$ cat src/rtl/mem_port_arbiter.sv
// Purpose: shares one single-port RAM between instruction fetch and load/store, round-robin on ties.
// Latency: load/fetch ack 3 cycles after the request is sampled, store 2, misaligned error 1.
// Backpressure: a losing or in-flight requester holds req and its inputs stable until its ack pulse.
module mem_port_arbiter #(
  parameter int ADDR_W = 17
) (
  input  logic              clk,
  input  logic              reset_n,
  input  logic              f_req,
  input  logic [ADDR_W-1:0] f_addr,
  output logic              f_ack,
  output logic              f_err,
  output logic [31:0]       f_rdata,
  input  logic              ls_req,
  input  logic              ls_we,
  input  logic [1:0]        ls_size,
  input  logic [ADDR_W-1:0] ls_addr,
  input  logic [31:0]       ls_wdata,
  output logic              ls_ack,
  output logic              ls_err,
  output logic [31:0]       ls_rdata,
  output logic              mem_en,
  output logic [3:0]        mem_we,
  output logic [ADDR_W-3:0] mem_addr,
  output logic [31:0]       mem_wdata,
  input  logic [31:0]       mem_rdata
);

  typedef enum logic [1:0] {IDLE, ISSUE, CAPTURE, DONE} state_t;

  localparam logic GRANT_F  = 1'b0;
  localparam logic GRANT_LS = 1'b1;

  state_t state, state_nxt;

  // Transaction context captured when IDLE accepts a request.
  logic              last_grant;
  logic              sel;
  logic              store_r;
  logic              err_r;
  logic [1:0]        size_r;
  logic [ADDR_W-1:0] addr_r;
  logic [3:0]        we_r;
  logic [31:0]       wdata_r;

  logic              pick_ls;
  logic              pending;
  logic              win_misal;
  logic [ADDR_W-1:0] win_addr;
  logic [1:0]        win_size;
  logic              win_store;
  logic [3:0]        lane_we;
  logic [31:0]       lane_wdata;
  logic [31:0]       rd_shift;
  logic [31:0]       rd_align;

  // LS wins when it is the only requester or when fetch was granted last.
  assign pending   = f_req | ls_req;
  assign pick_ls   = ls_req & (~f_req | (last_grant == GRANT_F));
  assign win_addr  = pick_ls ? ls_addr : f_addr;
  assign win_size  = pick_ls ? ls_size : 2'b10;
  assign win_store = pick_ls & ls_we;

  // Alignment check for the winning request; bytes can never be misaligned.
  always_comb begin
    win_misal = 1'b0;
    case (win_size)
      2'b00:   win_misal = 1'b0;
      2'b01:   win_misal = win_addr[0];
      default: win_misal = |win_addr[1:0];
    endcase
  end

  // Byte-lane enables and replicated store data so the RAM sees data on every lane it writes.
  always_comb begin
    lane_we    = 4'b1111;
    lane_wdata = ls_wdata;
    case (ls_size)
      2'b00: begin
        lane_we    = 4'b0001 << ls_addr[1:0];
        lane_wdata = {4{ls_wdata[7:0]}};
      end
      2'b01: begin
        lane_we    = ls_addr[1] ? 4'b1100 : 4'b0011;
        lane_wdata = {2{ls_wdata[15:0]}};
      end
      default: ;
    endcase
  end

  // Right-align read data onto the low lanes and zero everything above the access size.
  always_comb begin
    rd_shift = mem_rdata >> {addr_r[1:0], 3'b000};
    case (size_r)
      2'b00:   rd_align = {24'h0, rd_shift[7:0]};
      2'b01:   rd_align = {16'h0, rd_shift[15:0]};
      default: rd_align = rd_shift;
    endcase
  end

  // State register.
  always_ff @(posedge clk or negedge reset_n) begin
    if (!reset_n) state <= IDLE;
    else          state <= state_nxt;
  end

  // Next-state and output decode; RAM outputs are zero except in ISSUE.
  always_comb begin
    state_nxt = state;
    mem_en    = 1'b0;
    mem_we    = 4'b0000;
    mem_addr  = '0;
    mem_wdata = 32'h0;
    f_ack     = 1'b0;
    f_err     = 1'b0;
    ls_ack    = 1'b0;
    ls_err    = 1'b0;
    case (state)
      IDLE: begin
        if (pending) state_nxt = win_misal ? DONE : ISSUE;
      end
      ISSUE: begin
        mem_en    = 1'b1;
        mem_we    = we_r;
        mem_addr  = addr_r[ADDR_W-1:2];
        mem_wdata = wdata_r;
        state_nxt = store_r ? DONE : CAPTURE;
      end
      CAPTURE: begin
        state_nxt = DONE;
      end
      DONE: begin
        if (sel == GRANT_LS) begin
          ls_ack = 1'b1;
          ls_err = err_r;
        end else begin
          f_ack = 1'b1;
          f_err = err_r;
        end
        state_nxt = IDLE;
      end
      default: state_nxt = IDLE;
    endcase
  end

  // Transaction context, read-data registers and round-robin history.
  always_ff @(posedge clk or negedge reset_n) begin
    if (!reset_n) begin
      last_grant <= GRANT_LS;
      sel        <= GRANT_F;
      store_r    <= 1'b0;
      err_r      <= 1'b0;
      size_r     <= 2'b00;
      addr_r     <= '0;
      we_r       <= 4'b0000;
      wdata_r    <= 32'h0;
      f_rdata    <= 32'h0;
      ls_rdata   <= 32'h0;
    end else begin
      case (state)
        IDLE: begin
          if (pending) begin
            sel     <= pick_ls;
            store_r <= win_store;
            err_r   <= win_misal;
            size_r  <= win_size;
            addr_r  <= win_addr;
            we_r    <= win_store ? lane_we : 4'b0000;
            wdata_r <= win_store ? lane_wdata : 32'h0;
          end
        end
        CAPTURE: begin
          if (sel == GRANT_LS) ls_rdata <= rd_align;
          else                 f_rdata  <= rd_align;
        end
        DONE: begin
          last_grant <= sel;
        end
        default: ;
      endcase
    end
  end

endmodule

$ cat config.mk
export PLATFORM = sky130hd
export DESIGN_NAME = mem_port_arbiter
export DESIGN_NICKNAME = d
export VERILOG_FILES = /design/src/rtl/mem_port_arbiter.sv
export SDC_FILE = /design/constraint.sdc
export NUM_CORES = 1
export LEC_CHECK = 0
export CAP_MARGIN = 25
export CELL_PAD_IN_SITES_DETAIL_PLACEMENT = 1
export CELL_PAD_IN_SITES_GLOBAL_PLACEMENT = 1
export CORE_MARGIN = 2
export CORE_UTILIZATION = 33
export DETAILED_ROUTE_END_ITERATION = 6
export GPL_TIMING_DRIVEN = 0
export PLACE_DENSITY_LB_ADDON = 0.12
export SYNTH_ARGS = -nofsm -noshare
export SYNTH_HDL_FRONTEND = slang
export SYNTH_SLANG_ARGS = --single-unit
$ cat constraint.sdc
create_clock -name clk -period 2.26 [get_ports clk]
set_clock_uncertainty 0.15 [all_clocks]
set_input_delay 0.452 -clock clk [delete_from_list [all_inputs] [get_ports clk]]
set_output_delay 0.452 -clock clk [all_outputs]
set_load 0.02 [all_outputs]
==> flow_metrics.py <==
metrics = {
    "sta": {
        "setup_viol": 2,
        "setup_ws_ns": -0.000634,
        "fmax_mhz": 442,
        "worst_slew_pin_slew_ns": 0.583,
        "finalCritPeriodShare_pct": 100,
        "slew_violations": 0,
        "rsz0062_at_grt": "yes",
        "min_period_ns": 2.26,
        "final.setup.tns_ns": -0.000897,
        "hold_violations": 0,
        "slew_headroom_pct": 61.1,
        "holdWs_ns": 0.328,
    },
    "floorplanning": {
        "core_um2": 18100,
        "row_count": 49,
        "initial_core_util_pct": 33.9,
        "ios": 225,
        "die_y_um": 141,
        "die_area_um2": 19800,
        "die_w_um": 141,
    },
    "clocking": {
        "clk-insertion-delay-late_ns": 0.41,
        "clk_pin_slew_ns": 0.05,
        "cts.sinks": 125,
        "cts_htree_levels": 4,
        "clockRootBuffer": "clkbuf_16",
        "cts_tree": "done",
        "clk_path_buf_depth": 2,
        "cts-buffers-inserted": 17,
    },
    "detailed_routing": {
        "ant_nets": 0,
        "vias": 5682,
        "routed_wl_mm": 22.5,
        "dr.pass1.iters": 4,
        "vias_per_cell": 5.08,
        "post-route-drc-count": 0,
        "wl_per_cell_um": 20.2,
        "first_iter_violations": 235,
    },
    "final_layout": {
        "syn_to_final_growth_pct": 56.5,
        "diodes": 0,
        "stdcell_area_um2": 9630,
        "multi_input_area_um2": 2880,
        "final_util_pct": 53.1,
        "final_cell_mix": "clkdlybuf4s50_1, nand2_1, dfrtp_1, o21ai_0, buf_6",
        "finalNetCount": 988,
        "regArea_um2": 3130,
        "fill_cells": 2007,
        "drive_above_1_share_pct": 21.9,
        "fin_cells": 1119,
        "final_common_cell": "clkdlybuf4s50_1",
    },
    "synth": {
        "yosys_warnings": 0,
        "async_flop_share_pct": 100,
        "synth-edff-count": 0,
        "ys_seq_elements": 125,
        "syn-cell-area_um2": 6160,
        "syn_avg_cell_area_um2": 9.80,
        "syn_nets": 738,
        "synth_flop_cell": "dfrtp_1",
        "syn-instance-count": 628,
        "synth.distinct_cells": 36,
        "seq_area_frac_synth_pct": 50.8,
    },
    "placed_design": {
        "portBuffers": 222,
        "hpwlAfterDp_mm": 16.9,
        "gp_congestion": 0.881,
        "placed_area_um2": 8690,
        "post-place-ws_ns": -0.543,
        "place_inst": 1080,
    },
    "pwr": {
        "p_clk_share_pct": 21.4,
        "p_comb_share_pct": 49.4,
        "p_int_mw": 8.27,
        "switchingPower_mw": 5.31,
        "ir_drop_mv": 0.679,
        "leakage_nw": 4.35,
        "power_mw": 13.6,
        "switching_share_pct": 39.1,
        "powerDensity_nw_per_um2": 1410,
        "p_seq_share_pct": 29.2,
    },
    "critical_path": {
        "path_class": "flop to output pin",
        "end_kind": "output pin",
        "critPathRequiredTime_ns": 1.66,
        "worstPathMaxFanout": 10,
        "worstPathArrival_ns": 1.66,
        "cp-start-kind": "flop",
    },
    "outcome": {
        "outcome": "finished, violations left",
        "violations": "negative setup slack",
    },
    "job": {
        "max_cap_viol_count": 0,
    },
    "grt": {
        "grt_first_pass_wirelength_mm": 34.7,
        "grt_pass1_vias": 6147,
        "grtUsageTotal_pct": 23.1,
        "grt_max_degree": 97,
        "antenna_found_initial": 0,
        "overflow": 0,
    },
    "min_path": {
        "hp-class": "flop to flop",
    },
}
power groups by stage:
stage | combinational (mW) | clock, mW | sequential, mW
final | 6.71 | 2.91 | 3.97
after global routing | 7.27 | 3.07 | 4.09
after CTS | 6.26 | 2.94 | 3.93
after detailed placement | 6.16 | 0 | 3.95
after global placement | 6.00 | 0 | 3.90
after floorplan | 2.85 | 0 | 4.36
repair_timing:
item,in CTS,in global routing
pin swaps,0,8
gates resized for setup,241,145
hold buffers,1,0
buffers inserted,5,1
cloned,1,0
setup endpoints to repair,56,57
hold endpoints to repair,29,0
worst max-delay path, cell delays in order, from the launching register on:
cell	delay, ns
dfrtp_2	0.42
inv_2	0.07
ha_4	0.17
buf_12	0.14
buf_8	0.13
and2_1	0.15
buf_2	0.15
per-layer routing:
metal | track usage (%) | wire length (um)
met1 | 29.7 | 9790
met2 | 39.3 | 11100
met4 | 5.47 | 292
met3 | 6.08 | 1410
met5 | 0 | 0
registers in the layout (all words and copies together), names as in the netlist:
| name | cells |
|---|---|
| err_r | 1 |
| last_grant | 1 |
| addr_r | 17 |
| ls_rdata | 32 |
| store_r | 1 |
| sel | 1 |
| wdata_r | 32 |
| state | 2 |
| f_rdata | 32 |
| we_r | 4 |
| size_r | 2 |
cell usage after synthesis, types with 3 or more instances:
library cell,instances,share of area [%]
a22o_1,10,1.4
and2_1,53,5.4
o31ai_1,18,2.2
inv_1,6,0.37
nand2_1,132,8.0
mux2_1,3,0.55
dfrtp_1,124,50
a211oi_1,9,1.1
mux2_2,21,3.8
nand2b_1,3,0.30
clkbuf_1,20,1.2
buf_4,7,0.85
buf_6,4,0.73
ha_1,5,1.0
o21ai_1,33,2.7
mux2i_1,36,5.9
a21oi_1,3,0.24
o2111ai_1,7,1.0
buf_2,14,1.1
nor2b_1,33,3.4
o21ai_0,70,5.7
worst paths after layout:
kind | end | start | depth (start not counted) | slack (ns)
max in group asynchronous | state[1] | reset_n | 3 | 0.81
hold / removal | size_r[0] | size_r[0] | 2 | 0.33
setup reg to reg | addr_r[1] | state[1] | 7 | 0.11
hold reg to reg | size_r[0] | size_r[0] | 2 | 0.33
setup / recovery | mem_wdata[19] | state[1] | 6 | -0.0006
min in group asynchronous | wdata_r[29] | reset_n | 2 | 0.34
cells by family (layout without fill, tap and decap cells):
logic type,count (synthesis),in the layout,share of synthesized area (%)
multiplexers,60,60,10.2
AND/OR/NAND/NOR,230,230,18.2
buffers and inverters,52,314,4.55
flip-flops,125,125,50.8
AO/OA/AOI/OAI,156,156,15.2
adder cells (fa/ha/maj),5,5,1.02
layout make-up:
class	instances	area share, %
inverters	6	0.234
clock buffers	24	5.00
plain buffers	46	3.26
well taps	229	2.97
flip-flops and latches	125	32.5
multi-input cells	451	29.9
clock inverters	7	1.40
repair buffers	231	24.7
Power figures use the tool's default switching activity.
